[config.mk]
export PLATFORM = sky130hd
export DESIGN_NAME = instr_fetch_queue
export DESIGN_NICKNAME = d
export VERILOG_FILES = /design/src/rtl/instr_fetch_queue.sv
export SDC_FILE = /design/constraint.sdc
export NUM_CORES = 1
export LEC_CHECK = 0
export BUFFER_PORTS_ARGS = -buffer_cell sky130_fd_sc_hd__buf_4
export CORE_MARGIN = 4
export CORE_UTILIZATION = 50
export DETAILED_ROUTE_END_ITERATION = 16
export PLACE_DENSITY = 0.82
export SLEW_MARGIN = 20
export SYNTH_ARGS = -nofsm -noshare
export SYNTH_HDL_FRONTEND = slang
export SYNTH_SLANG_ARGS = --single-unit
[constraint.sdc]
create_clock -name clock -period 4.15 [get_ports clock]
set_clock_uncertainty 0.15 [all_clocks]
set_input_delay 0.83 -clock clock [delete_from_list [all_inputs] [get_ports clock]]
set_output_delay 0.83 -clock clock [all_outputs]
set_load 0.005 [all_outputs]
[src/rtl/instr_fetch_queue.sv]
// Instruction-fetch front end: owns the fetch PC, issues in-order imem requests, queues responses for decode.
// Build option IFQ_BYPASS_EN: a response arriving at an empty queue is presented to decode in the same cycle.
module instr_fetch_queue #(
    parameter int unsigned DEPTH           = 4,
    parameter int unsigned MAX_OUTSTANDING = 4,
    parameter logic [31:0] RESET_PC        = 32'h0000_0000
) (
    input  logic        clock,
    input  logic        reset_n,
    input  logic        fetch_en,
    output logic        imem_req_valid,
    input  logic        imem_req_ready,
    output logic [31:0] imem_req_addr,
    input  logic        imem_resp_valid,
    input  logic [31:0] imem_resp_data,
    input  logic        redirect_valid,
    input  logic [31:0] redirect_pc,
    output logic        if_valid,
    input  logic        if_ready,
    output logic [31:0] if_instr,
    output logic [31:0] if_pc,
    output logic [31:0] if_pc_plus4,
    output logic        dbgFetchState
);
    // Handshakes: a transfer occurs in every cycle where valid and ready are both high. While if_valid=1 and
    // if_ready=0 the head entry is held unchanged. imem responses carry no ready: they arrive in request order.

    localparam int PTR_W = $clog2(DEPTH);
    localparam int CNT_W = $clog2(DEPTH + 1);
    localparam int OUT_W = $clog2(MAX_OUTSTANDING + 1);

    typedef enum logic {
        IDLE  = 1'b0,
        FETCH = 1'b1
    } fetchState_t;

    fetchState_t state, nextState;

    logic [31:0]      pc, respPc;
    logic [OUT_W-1:0] outstanding, dropCnt;
    logic [31:0]      fifoInstr [DEPTH];
    logic [31:0]      fifoPc    [DEPTH];
    logic [PTR_W-1:0] rdPtr, wrPtr;
    logic [CNT_W-1:0] fifoCount;

    logic [31:0] inFlight;
    logic        reqFire, respTake, respDec, fifoEmpty, bypass, pushEn, popEn;

    always_comb begin
        nextState = state;
        case (state)
            IDLE:  if (fetch_en)  nextState = FETCH;
            FETCH: if (!fetch_en) nextState = IDLE;
        endcase
    end

    always_ff @(posedge clock or negedge reset_n) begin
        if (!reset_n) state <= IDLE;
        else          state <= nextState;
    end

    assign dbgFetchState = (state == FETCH);

    // Credit: words already queued plus words still in flight may never exceed the queue size.
    assign inFlight       = 32'(fifoCount) + 32'(outstanding);
    assign imem_req_valid = (state == FETCH) && !redirect_valid && (inFlight < DEPTH)
                            && (32'(outstanding) < MAX_OUTSTANDING);
    assign imem_req_addr  = pc;
    assign reqFire        = imem_req_valid && imem_req_ready;

    assign respDec   = imem_resp_valid && (outstanding != '0);
    assign respTake  = imem_resp_valid && !redirect_valid && (dropCnt == '0);
    assign fifoEmpty = (fifoCount == '0);

`ifdef IFQ_BYPASS_EN
    assign bypass = respTake && fifoEmpty;
`else
    assign bypass = 1'b0;
`endif

    assign pushEn = respTake && !(bypass && if_ready);
    assign popEn  = !fifoEmpty && if_ready;

    always_comb begin
        if_valid = !fifoEmpty;
        if_instr = fifoEmpty ? '0 : fifoInstr[rdPtr];
        if_pc    = fifoEmpty ? '0 : fifoPc[rdPtr];
        if (bypass) begin
            if_valid = 1'b1;
            if_instr = imem_resp_data;
            if_pc    = respPc;
        end
        if_pc_plus4 = if_valid ? (if_pc + 32'd4) : '0;
    end

    always_ff @(posedge clock or negedge reset_n) begin
        if (!reset_n) begin
            pc          <= RESET_PC;
            respPc      <= RESET_PC;
            outstanding <= '0;
            dropCnt     <= '0;
        end else begin
            outstanding <= outstanding + OUT_W'(reqFire) - OUT_W'(respDec);
            if (redirect_valid) begin
                // Everything still in flight after this cycle belongs to the abandoned path.
                pc      <= {redirect_pc[31:2], 2'b00};
                respPc  <= {redirect_pc[31:2], 2'b00};
                dropCnt <= outstanding - OUT_W'(respDec);
            end else begin
                if (reqFire)  pc     <= pc + 32'd4;
                if (respTake) respPc <= respPc + 32'd4;
                if (imem_resp_valid && dropCnt != '0) dropCnt <= dropCnt - OUT_W'(1);
            end
        end
    end

    always_ff @(posedge clock or negedge reset_n) begin
        if (!reset_n) begin
            rdPtr     <= '0;
            wrPtr     <= '0;
            fifoCount <= '0;
        end else if (redirect_valid) begin
            rdPtr     <= '0;
            wrPtr     <= '0;
            fifoCount <= '0;
        end else begin
            if (pushEn) wrPtr <= wrPtr + PTR_W'(1);
            if (popEn)  rdPtr <= rdPtr + PTR_W'(1);
            fifoCount <= fifoCount + CNT_W'(pushEn) - CNT_W'(popEn);
        end
    end

    always_ff @(posedge clock) begin
        if (pushEn && !redirect_valid) begin
            fifoInstr[wrPtr] <= imem_resp_data;
            fifoPc[wrPtr]    <= respPc;
        end
    end

    noOverflow: assert property (@(posedge clock) disable iff (!reset_n)
        !(pushEn && !popEn && fifoCount == CNT_W'(DEPTH)));

endmodule

==> results.md <==
- Fin crit share: 1.01
- Clock Path Buffers: 3
- DIE HEIGHT: 178 um
- Vias in the first global route: 9342
- Switching Share: 0.297
- Hold Crit Class: input port to flop
- # diodes: 0
- Root Driver: clkbuf_16
- Post-route DRC violation count: 0
- R2R Setup Slk: 1.31 ns
- Clock power share: 0.287
- Starting Density: 0.513
- Comb pwr share: 0.322
- Required @ worst endpoint: 3.17 ns
- Setup_tns: -0.0501 ns
- DP Cell Count: 1534
- Layout cells sized above 1: 0.314
- Detailed-route via count: 9145
- Syn-to-layout area delta: 22.6%
- Leakage: 6.58 nW
- Nets@finish: 1297
- # hold bufs at CTS: 0
- Synth Area per Inst: 14.7 um2
- Ys async rst share: 0.230
- Final min period: 4.18 ns
- Kind of critical path: flop to output port
- CTS clock-pin slew for the worst setup and hold paths: 0.06 ns
- H-tree depth: 2
- Routed WL per cell: 20.4 um
- Reg2reg path depth: 11
- Max_cap viols: 0
- Sequential Power Share: 0.391
- RePlAce Congestion: 0.890
- Final Non-Filler Cells: 1610
- Clk sink count: 322
- Post-synthesis cell type count: 58
- Final WL: 32900 um
- Sequential area share after synthesis: 0.646
- Hold Path Cell Cnt: 1
- Die area: 0.0316 mm2
- GRT Total Usage: 0.207
- Post-Syn Instances: 981
- DR vias/cell: 5.68
- CTS Buf Count: 34
- Syn. warnings: 0
- Setup crit end kind: output port
- Initial antenna violation count: 0
- Post-synth top cells: edfxtp_1 (248), nand2_1 (81), dfrtp_1 (74)
- Max VDD drop: 0.313 mV
- Synth area leaders: edfxtp_1 (52%), dfrtp_1 (13%), mux4_2 (9.5%)
- Die X: 178 um
- Slew Limit Fails: 0
- DP Wirelength: 22300 um
- Count leader, synth: edfxtp_1
- Violations in the final reports: setup timing
- Hold path start: fetch_en
- Worst skew pair latency: 0.50 ns
- FMAX: 239 MHz
- Switching power: 2.98 mW
- CP max FO: 8
- End of the worst register-to-register path: outstanding[2]
- Post-route total power: 10.0 mW
- Post-Synthesis Cell Area: 0.0144 mm2
- Fin. Hold Viols: 0
- Final WS setup: -0.0271 ns
- Pint: 7.06 mW
- PwrDens: 569 mW/mm2
- Status: finished, violations left
- CP startpoint kind: flop
- CTS tree: yes
- Place WS: 0.182 ns
- Rel. slew slack: 0.313
- Detail Route Antenna Nets: 0
- Design area: 0.0177 mm2
- Worst Hold End: dbgFetchState
- First-pass GRT wire length: 51300 um
- # port buffers: 193
- RSZ-0062 raised after global routing: yes
- Finish-stage setup viols: 2
- Post-synth EDFFs: 248
- Ys flop type: edfxtp_1
- Synth area leader: edfxtp_1
- Share of the synthesized area in the top cell type: 0.517
- Gr ovfl total: 0
- Synth Register Bits: 322
- Reg-to-Reg Start: outstanding[2]
- Largest net degree at the start of global routing: 75
- Row cnt: 61
- Measured slew at the worst slew-check pin: 1.03 ns
- Initial DRC count: 691
- First-pass iteration count of the detailed router: 5
- CP arrival: 3.20 ns
- Core area: 0.0281 mm2
- I/O pin total: 202
- DP Area: 0.0163 mm2
==> through the flow <==
stage / utilization / hold WS [ns]
detailed placement: 0.582 / 0.366
global placement: 0.582 / 0.357
global route: 0.629 / 0.279
finish: 0.629 / 0.289
floorplan: - / 0.345
CTS: 0.625 / 0.269
==> state kept, by name, indices dropped and copies added, names as in the netlist <==
| name | count |
|---|---|
| fifoInstr | 128 |
| fifoPc | 120 |
| imem_req_addr | 30 |
| respPc | 30 |
| dropCnt | 3 |
| fifoCount | 3 |
| outstanding | 3 |
| rdPtr | 2 |
| wrPtr | 2 |
| dbgFetchState | 1 |
==> cell usage in the layout, fill, tap and decap left out, types with 3 or more instances in the layout <==
| cell | count |
|---|---|
| a21oi_1 | 11 |
| dfrtp_1 | 72 |
| nand3_1 | 32 |
| ha_1 | 17 |
| and4_1 | 6 |
| o21ai_0 | 45 |
| mux2i_1 | 6 |
| and3_1 | 18 |
| clkinv_1 | 4 |
| or3_1 | 4 |
| a31oi_1 | 10 |
| nor3_1 | 5 |
| mux2_2 | 9 |
| nand2_1 | 79 |
| buf_12 | 4 |
| buf_4 | 222 |
| xor2_1 | 31 |
| nor2b_1 | 3 |
| clkinv_2 | 6 |
| mux4_2 | 61 |
| nor2_1 | 58 |
| nand4b_1 | 3 |
| o311ai_0 | 9 |
| clkbuf_16 | 35 |
| nand3b_1 | 3 |
| xnor2_1 | 28 |
| clkbuf_1 | 7 |
| mux2_1 | 6 |
| o21ai_1 | 6 |
| mux2_4 | 3 |
| and2_1 | 66 |
| nand4_1 | 14 |
| inv_1 | 22 |
| and2_2 | 4 |
| conb_1 | 6 |
| edfxtp_1 | 248 |
| buf_6 | 9 |
| o211ai_1 | 8 |
==> power groups by stage <==
stage / registers [mW] / clock network (mW) / logic, mW
after floorplan: 3.91 / 0 / 1.76
after CTS: 3.92 / 2.94 / 3.21
after detailed placement: 4.00 / 0 / 3.10
final: 3.92 / 2.89 / 3.23
after global placement: 3.99 / 0 / 3.05
after global routing: 3.96 / 3.07 / 3.54
==> worst max path at each step <==
stage	cells after the start	start	slack, ns	endpoint
floorplan	12	rdPtr[0]	0.51	if_pc_plus4[18]
global placement	10	rdPtr[0]	0.24	if_pc_plus4[18]
detailed placement	10	rdPtr[0]	0.18	if_pc_plus4[18]
CTS	10	rdPtr[0]	-0.04	if_pc_plus4[18]
global route	10	rdPtr[0]	-0.14	if_pc_plus4[21]
finish	10	rdPtr[0]	-0.03	if_pc_plus4[18]
==> routing by layer <==
layer	vias to the layer above	part of all wire	global-route usage	routed length (um)
met1	4559	0.43	0.294	14000
met4	0	0.018	0.0538	577
met5	-	0	0	0
met2	398	0.47	0.329	15500
met3	55	0.084	0.0471	2760
li1	4133	-	-	-
==> critical path, stage by stage (launching register included) <==
cell       delay [ns]
dfrtp_4          0.53
buf_6            0.15
buf_4            0.13
mux2i_1          0.13
nand4b_1         0.29
a2111oi_4        0.42
buf_6            0.18
and2_4           0.21
and3_1           0.18
mux2_1           0.32
buf_4            0.15
==> layout make-up <==
class	instances	area (um2)
clock buffers	43	916
inverters	23	86.3
fillers	2036	10400
flip-flops and latches	322	9300
clock inverters	18	153
well taps	378	473
multi-input cells	591	4870
repair buffers	235	1850
==> logic make-up after synthesis <==
kind of cell,after synthesis,share of synthesized area
AO/OA/AOI/OAI,103,0.0448
XOR/XNOR,59,0.0359
adder cells (fa/ha/maj),19,0.0176
buffers and inverters,73,0.0247
flip-flops,322,0.646
multiplexers,85,0.114
other,1,0.000260
AND/OR/NAND/NOR,319,0.117
==> what timing repair did <==
action,in CTS,in global routing
endpoints found under the setup margin,14,14
buffers inserted,9,6
resized for setup,21,12
pin swaps,3,6
Note: power is estimated with default switching activity, not from simulation.
